File: src/rtl/xaui_tx_idle_ctrl_pkg.sv
// Shared XAUI tx idle definitions: state codes, IFG flags, spacing default, LFSR taps.
// Latency: none (types, constants and pure functions only).
// Backpressure: not applicable.
package xaui_tx_idle_ctrl_pkg;

    // Idle-sequence states, common to this sequencer and the tx idle datapath
    typedef enum logic [2:0] {
        SEND_A        = 3'd1,
        SEND_K        = 3'd2,
        SEND_Q        = 3'd3,
        SEND_RANDOM_R = 3'd4,
        SEND_RANDOM_K = 3'd5,
        SEND_RANDOM_A = 3'd6,
        SEND_RANDOM_Q = 3'd7
    } tx_state_e;

    localparam logic IFG_A = 1'b0;
    localparam logic IFG_K = 1'b1;

    localparam int         A_MIN_SPACING_DEF = 16;
    localparam logic [6:0] LFSR_SEED_DEF     = 7'h7F;

    // x^7 + x^6 + 1: feedback is bit 6 xor bit 5
    localparam int LFSR_TAP_HI = 6;
    localparam int LFSR_TAP_LO = 5;

    // An all-zero seed would lock the LFSR, so it is replaced by all-ones
    function automatic logic [6:0] lfsr_seed_fix(input logic [6:0] seed);
        return (seed == 7'd0) ? 7'h7F : seed;
    endfunction

    // States in which a ||Q|| is already on its way out
    function automatic logic is_q_state(input logic [2:0] s);
        return (s == SEND_Q) || (s == SEND_RANDOM_Q);
    endfunction

endpackage

File: src/rtl/xaui_tx_idle_ctrl_lfsr.sv
// 7-bit Fibonacci LFSR (x^7+x^6+1) supplying the pseudo-random R/K code select.
// Latency: one clk per advance; reset loads the (zero-corrected) seed.
// Backpressure: none; advances whenever i_adv is high.
module xaui_tx_lfsr
    import xaui_tx_idle_ctrl_pkg::*;
#(
    parameter logic [6:0] SEED = LFSR_SEED_DEF
) (
    input  logic       clk,
    input  logic       reset,
    input  logic       i_adv,
    output logic [3:0] o_nibble,
    output logic       o_code_sel
);

    localparam logic [6:0] SEED_EFF = lfsr_seed_fix(SEED);

    logic [6:0] r_lfsr;

    // Shift left, feeding back the tap xor into bit 0
    always_ff @(posedge clk) begin
        if (reset) begin
            r_lfsr <= SEED_EFF;
        end else if (i_adv) begin
            r_lfsr <= {r_lfsr[5:0], r_lfsr[LFSR_TAP_HI] ^ r_lfsr[LFSR_TAP_LO]};
        end
    end

    assign o_nibble   = r_lfsr[3:0];
    assign o_code_sel = r_lfsr[0];

endmodule

File: src/rtl/xaui_tx_idle_ctrl.sv
// XAUI tx idle sequencer: state loop, ||A|| spacing, code select, ||Q|| scheduling (XAUI_TX_STATS_EN adds counters).
// Latency: one clk from next_* / link_status_in to every registered output.
// Backpressure: status events wait while a ||Q|| is pending or being sent; changes are deferred, never dropped.
module xaui_tx_idle_ctrl
    import xaui_tx_idle_ctrl_pkg::*;
#(
    parameter int         A_MIN_SPACING    = A_MIN_SPACING_DEF,
    parameter logic [6:0] LFSR_SEED        = LFSR_SEED_DEF,
    parameter int         Q_REFRESH_CYCLES = 65535
) (
    input  logic        clk,
    input  logic        reset,
    input  logic [2:0]  next_state,
    input  logic        next_ifg,
    input  logic        next_q_det,
    input  logic        a_send,
    input  logic [31:0] link_status_in,
    output logic [2:0]  current_state,
    output logic        current_ifg,
    output logic        current_q_det,
    output logic [4:0]  a_cnt,
    output logic        code_sel,
    output logic [31:0] link_status,
    output logic        link_status_event
`ifdef XAUI_TX_STATS_EN
    ,
    output logic [15:0] a_count,
    output logic [15:0] q_count
`endif
);

    localparam logic [4:0]  A_BASE       = 5'(A_MIN_SPACING);
    localparam bit          REFRESH_EN   = (Q_REFRESH_CYCLES != 0);
    localparam logic [15:0] REFRESH_LAST = 16'(Q_REFRESH_CYCLES - 1);

    logic [2:0]  r_state;
    logic        r_ifg;
    logic        r_q_det;
    logic [4:0]  r_a_cnt;
    logic [31:0] r_link_status;
    logic        r_event;
    logic [15:0] r_refresh;

    logic [3:0]  w_lfsr_nib;
    logic        w_code_sel;
    logic        w_refresh_exp;
    logic        w_trigger;
    logic        w_blocked;
    logic        w_fire;

    xaui_tx_lfsr #(
        .SEED (LFSR_SEED)
    ) u_lfsr (
        .clk        (clk),
        .reset      (reset),
        .i_adv      (1'b1),
        .o_nibble   (w_lfsr_nib),
        .o_code_sel (w_code_sel)
    );

    // Close the datapath's next_* feedback loop
    always_ff @(posedge clk) begin
        if (reset) begin
            r_state <= SEND_RANDOM_R;
            r_ifg   <= IFG_A;
            r_q_det <= 1'b0;
        end else begin
            r_state <= next_state;
            r_ifg   <= next_ifg;
            r_q_det <= next_q_det;
        end
    end

    // ||A|| spacing: reload on send (pre-advance LFSR), else count down to 0 and hold
    always_ff @(posedge clk) begin
        if (reset) begin
            r_a_cnt <= A_BASE;
        end else if (a_send) begin
            r_a_cnt <= A_BASE + {1'b0, w_lfsr_nib};
        end else if (r_a_cnt != 5'd0) begin
            r_a_cnt <= r_a_cnt - 5'd1;
        end
    end

    // Expiry stays asserted (counter parked) until an event actually goes out
    assign w_refresh_exp = REFRESH_EN && (r_refresh == REFRESH_LAST);
    assign w_trigger     = (link_status_in != r_link_status) || w_refresh_exp;
    assign w_blocked     = r_q_det || is_q_state(r_state);
    assign w_fire        = w_trigger && !w_blocked;

    // Issue a one-cycle ||Q|| request and capture the status it carries
    always_ff @(posedge clk) begin
        if (reset) begin
            r_link_status <= 32'h0;
            r_event       <= 1'b0;
        end else begin
            r_event <= w_fire;
            if (w_fire) begin
                r_link_status <= link_status_in;
            end
        end
    end

    // Periodic resend timer: restarts on every event, parks at expiry while blocked
    always_ff @(posedge clk) begin
        if (reset || !REFRESH_EN || w_fire) begin
            r_refresh <= 16'd0;
        end else if (!w_refresh_exp) begin
            r_refresh <= r_refresh + 16'd1;
        end
    end

`ifdef XAUI_TX_STATS_EN
    logic [15:0] r_a_count;
    logic [15:0] r_q_count;

    // Saturating counts of ||A|| columns sent and cycles spent sending ||Q||
    always_ff @(posedge clk) begin
        if (reset) begin
            r_a_count <= 16'd0;
            r_q_count <= 16'd0;
        end else begin
            if (a_send && (r_a_count != 16'hFFFF)) begin
                r_a_count <= r_a_count + 16'd1;
            end
            if (is_q_state(r_state) && (r_q_count != 16'hFFFF)) begin
                r_q_count <= r_q_count + 16'd1;
            end
        end
    end

    assign a_count = r_a_count;
    assign q_count = r_q_count;
`endif

    assign current_state     = r_state;
    assign current_ifg       = r_ifg;
    assign current_q_det     = r_q_det;
    assign a_cnt             = r_a_cnt;
    assign code_sel          = w_code_sel;
    assign link_status       = r_link_status;
    assign link_status_event = r_event;

endmodule

File: config.mk
export PLATFORM = sky130hd
export DESIGN_NAME = xaui_tx_idle_ctrl
export DESIGN_NICKNAME = d
export VERILOG_FILES = /design/src/rtl/xaui_tx_idle_ctrl_pkg.sv /design/src/rtl/xaui_tx_idle_ctrl_lfsr.sv /design/src/rtl/xaui_tx_idle_ctrl.sv
export SDC_FILE = /design/constraint.sdc
export NUM_CORES = 1
export LEC_CHECK = 0
export ABC_AREA = 1
export CAP_MARGIN = 10
export CORE_MARGIN = 1
export CORE_UTILIZATION = 26
export DETAILED_ROUTE_END_ITERATION = 10
export PLACE_DENSITY = 0.58
export SYNTH_ARGS = -nofsm -noshare
export SYNTH_HDL_FRONTEND = slang
export SYNTH_SLANG_ARGS = --single-unit
File: constraint.sdc
create_clock -name clk -period 2.3 [get_ports clk]
set_input_delay 0.46 -clock clk [delete_from_list [all_inputs] [get_ports clk]]
set_output_delay 0.46 -clock clk [all_outputs]
set_load 0.05 [all_outputs]
==> results.ini <==
[yosys]
seq_area_frac_synth_pct = 41.9
synthesis.area_mm2 = 0.00315
synthTopCellsByArea = dfxtp_1, nand2_1, xnor2_1
yosys_warnings = 0
syn_nets = 445
synthCells = 402
synth_top_area_share_pct = 41.9
synth_compound_area_share_pct = 2.26
synth_cell_type_count = 29
yosys.area_share.simple_pct = 35.5
synth-seq-cells = 66
synth_fa_ha_area_share_pct = 1.19
synth_top_family_by_area = simple AND/OR/NAND/NOR gates
yosys.area.top_type = dfxtp_1
synthXorXnorAreaFrac_pct = 11.9
synth_mux_area_share_pct = 0
avgSynthCellArea_um2 = 7.84

[routing]
drt-total-wl_um = 8450
drt-initial-drc-count = 129
wl_per_cell_um = 13.3
via_per_inst = 4.54
num_vias = 2878
ant_nets = 0
drc_errors = 1
drtPass1Iterations = 7

[critical_path]
path_buf_inv = 1
worst_ep_required_time_ps = 1840
rrSetupSlack_ps = 470
cp_slowest_cell = clkdlybuf4s50_1
critPathArrivalTime_ps = 1570
crit_type = flip-flop to output port
crit_path_end_kind = output port
path_delay_family = buffers and inverters
path_cells = clkdlybuf4s50_1
reg2reg_depth = 8
timing.rr.end = r_refresh[13]
cp.depth = 1
worstPathMaxFanout = 4
crit_path_max_incr_delay_ps = 830
start_kind = flip-flop
worstReg2RegStart = r_refresh[1]

[clock_tree]
clock_latency_ps = 330
ctsResizeCount = 0
clkSinkCount = 66
cts_setup_buffers = 0
holdBufCountCts = 0
clk_pin_slew_ps = 50
htreeDepth = 3
cts_root_buf = clkbuf_16
clockBufferDepth = 2
cts_buffers = 9
tritoncts = done

[finish]
drive_gt1_share_pct = 10.6
final_nets = 531
num_antenna_cells = 0
syn_to_final_growth_pct = 40.7
final_cell_mix = clkdlybuf4s50_1, nand2_1, dfxtp_1, nor2_1, nand3_1
regArea_mm2 = 0.00132
stdcell_area_mm2 = 0.00444
layout_commonest_cell = clkdlybuf4s50_1
fill_cells = 1188
multi_input_area_mm2 = 0.00161

[place]
postPlaceCellArea_mm2 = 0.00416
gp_congestion = 0.784
placement.io_buffers = 83
dp_hpwl_um = 6280

[floorplan]
die_area_mm2 = 0.0126
initial_utilization_pct = 27.1
die_x_um = 112
num_rows = 39
core_area_mm2 = 0.0116
ios = 84
die_y_um = 112

[run]
maxCapViolCount = 0

[global_routing]
grt_max_degree = 33
grt_pass1_vias = 2728
overflow = 0
grt_pass1_wl_um = 13600
antenna_found_initial = 0
grtUsageTotal_pct = 14.1

[timing]
period_share_pct = 88.1
worstMarginPinSlew_ps = 752
hold_violations = 0
setup_viol = 0
fin_worst_skew_ps = 4.48
rsz0062_at_grt = false
slew_headroom_pct = 49.9
clock.fmax_ghz = 0.494
period_minus_slack_ps = 2030
slew_violations = 0

[hold_path]
hp-class = flip-flop to flip-flop
whs_path_depth = 1
min_from = u_lfsr.r_lfsr[4]
hold_end = u_lfsr.r_lfsr[5]

[power_and_ir_drop]
powerDensity_mw_per_mm2 = 713
ir_drop_v = 0.000458
p_leak_nw = 1.81
p_total_w = 0.00316

[status]
violations = DRC
outcome = finished with violations

flip-flops by register name, indices dropped and copies added (netlist names):
register and flops:
link_status 32, r_refresh 16, u_lfsr.r_lfsr 7, a_cnt 5, current_state 3, current_ifg 1, current_q_det 1, link_status_event 1
routing by layer:
metal | vias to the layer above | wire length [µm] | GRT usage [%]
met2 | 70 | 3950 | 22.8
met3 | 12 | 728 | 6.32
met1 | 1310 | 3640 | 16.3
met5 | - | 0 | 0
li1 | 1486 | - | -
met4 | 0 | 133 | 5.16
cell type report:
type | count | share of cell area (%)
tap | 143 | 4.03
timing repair buffer | 93 | 21.3
sequential | 66 | 29.8
inverter | 29 | 2.45
clock inverter | 2 | 0.282
clock buffer | 12 | 6.01
multi-input combinational | 289 | 36.2
kinds of logic after synthesis:
kind of cell / Yosys count
buf+inv: 47
compound gates: 13
xor+xnor: 43
flops: 66
simple gates: 230
fa+ha+maj: 3
how the worst max path moves through the flow:
stage                            startpoint             to  slack (ps)
after floorplan             link_status[11]  r_refresh[14]         500
after global placement    link_status_in[4]  r_refresh[13]          40
after detailed placement  link_status_in[4]  r_refresh[13]         -40
after CTS                          a_cnt[2]       a_cnt[2]         260
after global routing      link_status_in[4]   r_refresh[0]          90
final                              a_cnt[2]       a_cnt[2]         270
cell usage after synthesis:
library cell  instances
nand2_1              82
dfxtp_1              66
nand3_1              41
nor2_1               41
nand4_1              37
xnor2_1              32
inv_1                27
clkbuf_1             11
nor2_2               11
xor2_1               11
a21oi_1               6
or2_2                 6
o21ai_0               5
buf_4                 3
buf_6                 3
ha_1                  3
nor3_1                3
nand2_2               2
nand2_4               2
a211oi_1              1
a21oi_2               1
buf_12                1
clkinv_1              1
inv_2                 1
nand3_4               1
nor2_4                1
nor3_4                1
nor3b_1               1
nor3b_2               1
metrics by stage:
step	TNS, ps	utilization (%)	hold WS, ps	setup WS, ps	cells
3_3_place_gp	0	35.8	397	44.0	620
5_1_grt	0	38.2	426	89.3	634
2_1_floorplan	0	-	389	502	402
6_report	0	38.2	418	274	634
3_5_place_dp	-849	35.8	398	-40.8	620
4_1_cts	0	38.2	415	256	634
power by group:
part,internal [W],total (W),switching [W]
clock,0.000802,0.00128,0.000478
sequential,0.00120,0.00126,0.0000542
combinational,0.000252,0.000624,0.000372
Note: power is estimated with default switching activity, not from simulation.
